## src/rtl/capture_trig_ctrl_if.sv

```systemverilog
// Sample-stream, BRAM write-port and frame-publish handshake signals of the capture sequencer.
// master = sequencer side, slave = ADC stage / BRAM / reader side.
interface capture_trig_ctrl_if #(
  parameter int W  = 14,
  parameter int AW = 10
);
  logic [2*W-1:0] sample_in;
  logic           sample_valid;
  logic           frame_ack;

  logic           wr_en;
  logic [AW:0]    wr_addr;
  logic [2*W-1:0] wr_data;

  logic           frame_ready;
  logic           frame_half;
  logic [AW-1:0]  frame_start;
  logic           frame_auto;

  modport master (
    input  sample_in, sample_valid, frame_ack,
    output wr_en, wr_addr, wr_data,
    output frame_ready, frame_half, frame_start, frame_auto
  );

  modport slave (
    output sample_in, sample_valid, frame_ack,
    input  wr_en, wr_addr, wr_data,
    input  frame_ready, frame_half, frame_start, frame_auto
  );
endinterface

```

## src/rtl/capture_trig_ctrl.sv

```systemverilog
// Trigger/acquisition sequencer for the ADC-side write port of a ping-pong sample BRAM:
// circular pre-trigger fill, hysteresis edge trigger on channel A, post-trigger fill, ready/ack publish.
module capture_trig_ctrl #(
  parameter int W        = 14,
  parameter int AW       = 10,
  parameter int AUTO_CYC = 6000000
) (
  input  logic                clk,
  input  logic                rst_n,
  input  logic                run_i,
  input  logic [1:0]          mode_i,
  input  logic                trig_edge_i,
  input  logic [W-1:0]        trig_level_i,
  input  logic [W-2:0]        trig_hyst_i,
  input  logic [AW-1:0]       pretrig_len_i,
  capture_trig_ctrl_if.master bus,
  output logic [2:0]          state_o
);
  localparam int              ACW         = (AUTO_CYC > 2) ? $clog2(AUTO_CYC) : 1;
  localparam logic [ACW-1:0]  AUTO_LAST   = ACW'(AUTO_CYC - 1);
  localparam logic [AW:0]     N_FULL      = {1'b1, {AW{1'b0}}};
  localparam logic [1:0]      MODE_AUTO   = 2'd0;
  localparam logic [1:0]      MODE_SINGLE = 2'd2;

  typedef enum logic [2:0] {
    IDLE  = 3'd0,
    PRE   = 3'd1,
    ARMED = 3'd2,
    POST  = 3'd3,
    HOLD  = 3'd4
  } state_t;

  state_t           state_q, state_d;
  logic             wh_q, wh_d;
  logic [AW-1:0]    off_q, off_d;
  logic [AW:0]      cnt_q, cnt_d;
  logic [AW-1:0]    p_q, p_d;
  logic             arm_q, arm_d;
  logic [ACW-1:0]   auto_cnt_q, auto_cnt_d;
  logic [AW-1:0]    cand_q, cand_d;
  logic             autof_q, autof_d;
  logic             run_prev_q;

  logic             wr_en_q, wr_en_d;
  logic [AW:0]      wr_addr_q, wr_addr_d;
  logic [2*W-1:0]   wr_data_q, wr_data_d;
  logic             rdy_q, rdy_d;
  logic             half_q, half_d;
  logic [AW-1:0]    start_q, start_d;
  logic             fauto_q, fauto_d;

  // Threshold arithmetic in W+1 bits so level +/- hysteresis never wraps.
  logic signed [W:0] a_ext, lvl_ext, hyst_ext, lo_thr, hi_thr;
  logic              arm_set, real_trig, forced_trig;
  logic [AW:0]       post_len;
  logic              complete, publish, restart;

  always_comb begin
    a_ext       = $signed({bus.sample_in[W-1], bus.sample_in[W-1:0]});
    lvl_ext     = $signed({trig_level_i[W-1], trig_level_i});
    hyst_ext    = $signed({2'b00, trig_hyst_i});
    lo_thr      = lvl_ext - hyst_ext;
    hi_thr      = lvl_ext + hyst_ext;
    arm_set     = trig_edge_i ? (a_ext > hi_thr) : (a_ext < lo_thr);
    real_trig   = arm_q && (trig_edge_i ? (a_ext <= lvl_ext) : (a_ext >= lvl_ext));
    forced_trig = (mode_i == MODE_AUTO) && (auto_cnt_q == AUTO_LAST);
    post_len    = N_FULL - {1'b0, p_q};
  end

  always_comb begin
    state_d    = state_q;
    wh_d       = wh_q;
    off_d      = off_q;
    cnt_d      = cnt_q;
    p_d        = p_q;
    arm_d      = arm_q;
    auto_cnt_d = auto_cnt_q;
    cand_d     = cand_q;
    autof_d    = autof_q;
    wr_en_d    = 1'b0;
    wr_addr_d  = wr_addr_q;
    wr_data_d  = bus.sample_in;
    rdy_d      = rdy_q & ~bus.frame_ack;
    half_d     = half_q;
    start_d    = start_q;
    fauto_d    = fauto_q;
    complete   = 1'b0;
    publish    = 1'b0;
    restart    = 1'b0;

    if (state_q == ARMED && auto_cnt_q != AUTO_LAST) begin
      auto_cnt_d = auto_cnt_q + ACW'(1);
    end

    if (!run_i) begin
      state_d = IDLE;
    end else begin
      case (state_q)
        IDLE: begin
          if (mode_i != MODE_SINGLE || !run_prev_q) restart = 1'b1;
        end
        PRE, ARMED, POST: begin
          if (bus.sample_valid) begin
            wr_en_d   = 1'b1;
            wr_addr_d = {wh_q, off_q};
            off_d     = off_q + AW'(1);
            if (state_q != POST && arm_set) arm_d = 1'b1;
            if (state_q == PRE) begin
              cnt_d = cnt_q + (AW+1)'(1);
              if (cnt_d == {1'b0, p_q}) begin
                state_d    = ARMED;
                auto_cnt_d = '0;
              end
            end else if (state_q == ARMED) begin
              if (real_trig || forced_trig) begin
                cand_d  = off_q - p_q;
                autof_d = ~real_trig;
                cnt_d   = (AW+1)'(1);
                state_d = POST;
                if (post_len == (AW+1)'(1)) complete = 1'b1;
              end
            end else begin
              cnt_d = cnt_q + (AW+1)'(1);
              if (cnt_d == post_len) complete = 1'b1;
            end
          end
        end
        HOLD: begin
          if (bus.frame_ack) publish = 1'b1;
        end
        default: state_d = IDLE;
      endcase

      // An ack arriving on the completion edge frees the reader side in time to publish.
      if (complete) begin
        if (rdy_q && !bus.frame_ack) state_d = HOLD;
        else                         publish = 1'b1;
      end

      if (publish) begin
        rdy_d   = 1'b1;
        half_d  = wh_q;
        start_d = cand_d;
        fauto_d = autof_d;
        wh_d    = ~wh_q;
        if (mode_i == MODE_SINGLE) state_d = IDLE;
        else                       restart = 1'b1;
      end

      if (restart) begin
        p_d        = pretrig_len_i;
        cnt_d      = '0;
        arm_d      = 1'b0;
        auto_cnt_d = '0;
        state_d    = (pretrig_len_i == '0) ? ARMED : PRE;
      end
    end
  end

  always_ff @(posedge clk or negedge rst_n) begin
    if (!rst_n) begin
      state_q    <= IDLE;
      wh_q       <= 1'b0;
      off_q      <= '0;
      cnt_q      <= '0;
      p_q        <= '0;
      arm_q      <= 1'b0;
      auto_cnt_q <= '0;
      cand_q     <= '0;
      autof_q    <= 1'b0;
      run_prev_q <= 1'b0;
      wr_en_q    <= 1'b0;
      wr_addr_q  <= '0;
      wr_data_q  <= '0;
      rdy_q      <= 1'b0;
      half_q     <= 1'b0;
      start_q    <= '0;
      fauto_q    <= 1'b0;
    end else begin
      state_q    <= state_d;
      wh_q       <= wh_d;
      off_q      <= off_d;
      cnt_q      <= cnt_d;
      p_q        <= p_d;
      arm_q      <= arm_d;
      auto_cnt_q <= auto_cnt_d;
      cand_q     <= cand_d;
      autof_q    <= autof_d;
      run_prev_q <= run_i;
      wr_en_q    <= wr_en_d;
      wr_addr_q  <= wr_addr_d;
      wr_data_q  <= wr_data_d;
      rdy_q      <= rdy_d;
      half_q     <= half_d;
      start_q    <= start_d;
      fauto_q    <= fauto_d;
    end
  end

  assign bus.wr_en       = wr_en_q;
  assign bus.wr_addr     = wr_addr_q;
  assign bus.wr_data     = wr_data_q;
  assign bus.frame_ready = rdy_q;
  assign bus.frame_half  = half_q;
  assign bus.frame_start = start_q;
  assign bus.frame_auto  = fauto_q;
  assign state_o         = state_q;
endmodule
```

## src/flat_wrapper.sv

```systemverilog
// flat-port wrapper written by rule: the top's interface ports become plain ports
module capture_trig_ctrl_flat 
#(
  parameter int W        = 14,
  parameter int AW       = 10,
  parameter int AUTO_CYC = 6000000
)
  (clk, rst_n, run_i, mode_i, trig_edge_i, trig_level_i, trig_hyst_i, pretrig_len_i, state_o, bus_sample_in, bus_sample_valid, bus_frame_ack, bus_wr_en, bus_wr_addr, bus_wr_data, bus_frame_ready, bus_frame_half, bus_frame_start, bus_frame_auto);
  capture_trig_ctrl_if #(.W(W), .AW(AW)) bus_i ();
  input  logic clk;
  input  logic rst_n;
  input  logic run_i;
  input  logic [1:0] mode_i;
  input  logic trig_edge_i;
  input  logic [W-1:0] trig_level_i;
  input  logic [W-2:0] trig_hyst_i;
  input  logic [AW-1:0] pretrig_len_i;
  output logic [2:0] state_o;
  input wire logic [$bits(bus_i.sample_in)-1:0] bus_sample_in;
  input wire logic [$bits(bus_i.sample_valid)-1:0] bus_sample_valid;
  input wire logic [$bits(bus_i.frame_ack)-1:0] bus_frame_ack;
  output wire logic [$bits(bus_i.wr_en)-1:0] bus_wr_en;
  output wire logic [$bits(bus_i.wr_addr)-1:0] bus_wr_addr;
  output wire logic [$bits(bus_i.wr_data)-1:0] bus_wr_data;
  output wire logic [$bits(bus_i.frame_ready)-1:0] bus_frame_ready;
  output wire logic [$bits(bus_i.frame_half)-1:0] bus_frame_half;
  output wire logic [$bits(bus_i.frame_start)-1:0] bus_frame_start;
  output wire logic [$bits(bus_i.frame_auto)-1:0] bus_frame_auto;
  assign bus_i.sample_in = bus_sample_in;
  assign bus_i.sample_valid = bus_sample_valid;
  assign bus_i.frame_ack = bus_frame_ack;
  assign bus_wr_en = bus_i.wr_en;
  assign bus_wr_addr = bus_i.wr_addr;
  assign bus_wr_data = bus_i.wr_data;
  assign bus_frame_ready = bus_i.frame_ready;
  assign bus_frame_half = bus_i.frame_half;
  assign bus_frame_start = bus_i.frame_start;
  assign bus_frame_auto = bus_i.frame_auto;
  capture_trig_ctrl #(.W(W), .AW(AW), .AUTO_CYC(AUTO_CYC)) u_core (.clk(clk), .rst_n(rst_n), .run_i(run_i), .mode_i(mode_i), .trig_edge_i(trig_edge_i), .trig_level_i(trig_level_i), .trig_hyst_i(trig_hyst_i), .pretrig_len_i(pretrig_len_i), .bus(bus_i), .state_o(state_o));
endmodule
```

## config.mk

```make
export PLATFORM = sky130hd
export DESIGN_NAME = capture_trig_ctrl_flat
export DESIGN_NICKNAME = d
export VERILOG_FILES = /design/src/rtl/capture_trig_ctrl_if.sv /design/src/rtl/capture_trig_ctrl.sv /design/src/flat_wrapper.sv
export SDC_FILE = /design/constraint.sdc
export NUM_CORES = 1
export LEC_CHECK = 0
export CAP_MARGIN = 10
export CORE_MARGIN = 2
export CORE_UTILIZATION = 30
export CTS_BUF_LIST = sky130_fd_sc_hd__clkbuf_16
export DETAILED_ROUTE_END_ITERATION = 16
export HOLD_SLACK_MARGIN = 0.1
export PLACE_DENSITY = 0.51
export SLEW_MARGIN = 0
export SYNTH_ARGS = -nofsm -noshare
export SYNTH_HDL_FRONTEND = slang
export SYNTH_SLANG_ARGS = --single-unit
```

## constraint.sdc

```tcl
create_clock -name clk -period 3.5 [get_ports clk]
set_clock_uncertainty 0.1 [all_clocks]
set_input_delay 0.875 -clock clk [delete_from_list [all_inputs] [get_ports clk]]
set_output_delay 0.875 -clock clk [all_outputs]
set_load 0.005 [all_outputs]
```

==> results.py <==
metrics = {
    "sta": {
        "hold-worst-slack_ps": 362.9,
        "finalSetupViolCount": 12,
        "rsz0062_at_grt": "true",
        "postLayoutSetupSlackWorst_ps": -539.0,
        "fin_setup_tns_ps": -736.2,
        "finalMaxSlewViolations": 0,
        "tightest_slew_ps": 636.4,
        "finalHoldViolations": 0,
        "slew_headroom_pct": 57.57,
        "min_period_ps": 4039,
        "fmax_mhz": 247.6,
        "finalCritPeriodShare_pct": 115.4,
    },
    "logic_synthesis": {
        "synth_top_area_share_pct": 36.96,
        "synth_cells": 886,
        "synthTopCellsByArea": "dfrtp_1, ha_1, xnor2_1",
        "synth_edf_count": 0,
        "ys_types": 72,
        "syn_area_um2": 8396,
        "ys_ff_latch": 124,
        "ys_seq_area_share_pct": 36.96,
        "synthArstFlopShare_pct": 100.0,
        "synth_flop_cell": "dfrtp_1",
        "syn_nets": 1045,
        "ys_warn_count": 0,
        "avgSynthCellArea_um2": 9.476,
        "synth_area_leader_cell": "dfrtp_1",
    },
    "die": {
        "die_w_um": 171.3,
        "coreArea_um2": 27710,
        "pin_count": 129,
        "dieArea_um2": 29340,
        "dieHeight_um": 171.3,
        "fp-row-count": 61,
        "start_util_pct": 30.30,
    },
    "worst_setup_path": {
        "critPathMaxFanout": 3,
        "critPathCapture": "u_core.arm_q",
        "cp-end-kind": "flip-flop",
        "slowest_stage": "fa_2",
        "cp_num_buf_inv": 3,
        "timing.rr.end": "u_core.auto_cnt_q[7]",
        "path_cells": "buf_8, inv_4, ha_4, inv_2, fa_2, a21o_1, a21oi_2, o21ai_2, a21oi_2, nor2_1, o21ai_2, a21oi_2, o41ai_4, xor2_1, ha_1, a21o_1, a21oi_2, mux2_4, o2111ai_2, a31oi_1, o31ai_1, o21bai_1, a21boi_1",
        "arrival_ps": 4280,
        "r2r_cells": 13,
        "r2r_slack_ps": 150,
        "reg2reg_from": "u_core.cnt_q[1]",
        "path_class": "input pin to flip-flop",
        "cpLargestDelayFamily": "compound AO/OA/AOI/OAI gates",
        "startpoint": "trig_level_i[0]",
        "start_kind": "input pin",
        "crit_cells": 23,
        "slowest_delay_ps": 360,
        "crit_top_cell": "a21oi_2",
        "required_ps": 3740,
    },
    "drt": {
        "drtIter0Drc": 283,
        "ant_nets": 0,
        "routed_wl_mm": 23.48,
        "wl_per_cell_um": 15.19,
        "drcViolationCount": 0,
        "num_vias": 7195,
        "firstDrtPassIters": 4,
        "via_per_inst": 4.654,
    },
    "placement": {
        "finalWeightedCongestion": 0.8335,
        "place_area_um2": 11040,
        "hpwl_mm": 18.07,
        "port_buffers": 128,
    },
    "grt": {
        "overflow": 0,
        "grt_max_degree": 67,
        "grt_usage_pct": 16.29,
        "grt_pass1_vias": 7335,
        "grt_pass1_wl_mm": 37.34,
        "antenna_found_initial": 2,
    },
    "status": {
        "status": "complete, but fails checks",
        "violations": "setup timing",
    },
    "cts": {
        "cts-root-buf": "clkbuf_16",
        "clk_latency_ps": 420,
        "cts_sinks": 124,
        "cts_buffer_depth": 2,
        "cts_max_level": 4,
        "cts_buffers": 17,
        "path_clk_slew_ps": 60,
        "cts_tree": "built",
        "cts_hold_buf": 0,
    },
    "power": {
        "p_leak_nw": 5.707,
        "ir_worst_vdd_mv": 0.3295,
        "cellPowerDensity_nw_per_um2": 453.5,
    },
    "layout": {
        "final_cell_area_um2": 12260,
        "utilization_pct": 44.26,
        "synthToLayoutAreaGrowth_pct": 46.05,
        "diodes": 0,
        "fillers": 2680,
        "nNetsFinal": 1314,
        "drive_gt1_share_pct": 25.68,
    },
    "worst_hold_path": {
        "hold_class": "input pin to asynchronous set/reset pin",
    },
    "flow_run": {
        "max_cap_viol_count": 0,
    },
}
-- cell usage after synthesis, types with 5 or more instances --
library cell  instances
a211o_1               5
a21o_1                7
a21oi_1              35
a31oi_1               5
and3_1               18
and4_1                6
buf_2                 6
clkbuf_1             16
dfrtp_1             124
ha_1                 83
inv_1                65
mux2_1                8
mux2_2               13
mux2_4                9
mux2i_1               7
nand2_1              83
nand2b_1             14
nand3_1              33
nand4_1              18
nor2_1               62
nor2b_1              11
nor3_1               23
nor4_1                8
o21a_1                9
o21ai_0              43
o2bb2ai_1             6
o41ai_1               6
or3_1                 5
xnor2_1              52
xor2_1               31
-- cell usage in the layout, fill, tap and decap left out, types with 5 or more instances in the layout --
master,count
or3_1,5
inv_1,53
and3_1,18
nand3_1,31
mux2_4,10
a21oi_2,8
dlygate4sd2_1,6
ha_1,68
nor4_1,5
nor2_1,61
clkdlybuf4s50_1,94
nand2_1,81
clkbuf_16,19
ha_4,13
nor3_1,22
o2bb2ai_1,6
dfrtp_1,123
clkbuf_2,15
mux2_2,12
a21oi_1,26
a21o_1,7
inv_2,11
mux2i_1,7
and4_1,6
mux2_1,8
o21ai_1,8
xnor2_1,51
nor2b_1,10
a31oi_1,5
buf_4,132
xor2_1,31
buf_6,14
o21ai_0,31
nand4_1,18
a211o_1,5
o21a_1,8
nand2b_1,13
-- state kept, by name, indices dropped and copies added (netlist names) --
| name | count |
|---|---|
| u_core.wh_q | 1 |
| u_core.p_q | 10 |
| u_core.bus.wr_addr | 11 |
| u_core.cnt_q | 11 |
| u_core.cand_q | 10 |
| u_core.run_prev_q | 1 |
| u_core.bus.frame_half | 1 |
| u_core.autof_q | 1 |
| u_core.bus.frame_auto | 1 |
| u_core.state_o | 3 |
| u_core.bus.frame_ready | 1 |
| u_core.arm_q | 1 |
| u_core.bus.frame_start | 10 |
| u_core.auto_cnt_q | 23 |
| u_core.bus.wr_data | 28 |
| u_core.off_q | 10 |
| u_core.bus.wr_en | 1 |
-- cells by family (layout without fill, tap and decap cells) --
kind of cell,after synthesis,after routing,share of synthesized area [%]
AO/OA/AOI/OAI,157,157,12.38
XOR/XNOR,87,87,9.747
adder cells (fa/ha/maj),86,86,13.09
buffers and inverters,91,373,4.292
flip-flops,124,124,36.96
multiplexers,37,37,5.261
AND/OR/NAND/NOR,304,304,18.27
-- area by class of cell --
class                           instances  area [µm²]  area share, %
Clock buffer                           17       425.4          3.469
Clock inverter                         15       187.7          1.531
Inverter                               67       256.5          2.092
Multi-Input combinational cell        671        5394          43.99
Sequential cell                       124        3104          25.32
Tap cell                              378       473.0          3.857
Timing Repair Buffer                  274        2421          19.74
-- power by group --
| part | total, mW | switching, mW | internal [mW] |
|---|---|---|---|
| Clock | 1.86 | 0.729 | 1.13 |
| Combinational | 1.94 | 0.929 | 1.01 |
| Sequential | 1.76 | 0.181 | 1.57 |
| Total | 5.56 | 1.84 | 3.72 |
-- per-stage QoR --
stage	cells	setup slack, ps	power, mW
global route	1546	-824.2	5.925
finish	1546	-539.0	5.561
detailed placement	1490	-1658	3.565
global placement	1490	-1616	3.553
floorplan	886	-747.5	2.852
CTS	1538	-530.5	5.578
-- worst min-delay path by stage --
stage                               start                endpoint  slack, ps
global placement         u_core.cand_q[1]        u_core.cand_q[1]        360
CTS                                 rst_n  u_core.bus.wr_data[14]        370
global route                        rst_n  u_core.bus.wr_data[14]        400
floorplan                u_core.cand_q[0]        u_core.cand_q[0]        350
finish                              rst_n  u_core.bus.wr_data[14]        360
detailed placement  u_core.bus.wr_addr[3]   u_core.bus.wr_addr[3]        360
-- repair_timing --
item                                   in CTS  in global routing
gates resized for setup                   137                 66
setup endpoints to repair                  72                 65
pin swaps                                  47                 23
cloned                                      1                  2
endpoints found under the hold margin       0                  0
buffers inserted                           15                  6
-- per-layer routing --
layer	part of all wire, %	vias to the layer above	track usage, %
li1	-	3674	-
met1	47	3356	20.78
met2	47	146	27.77
met3	4.8	15	3.889
met4	1.1	4	3.943
met5	0.10	-	0
Power figures use the tool's default switching activity.
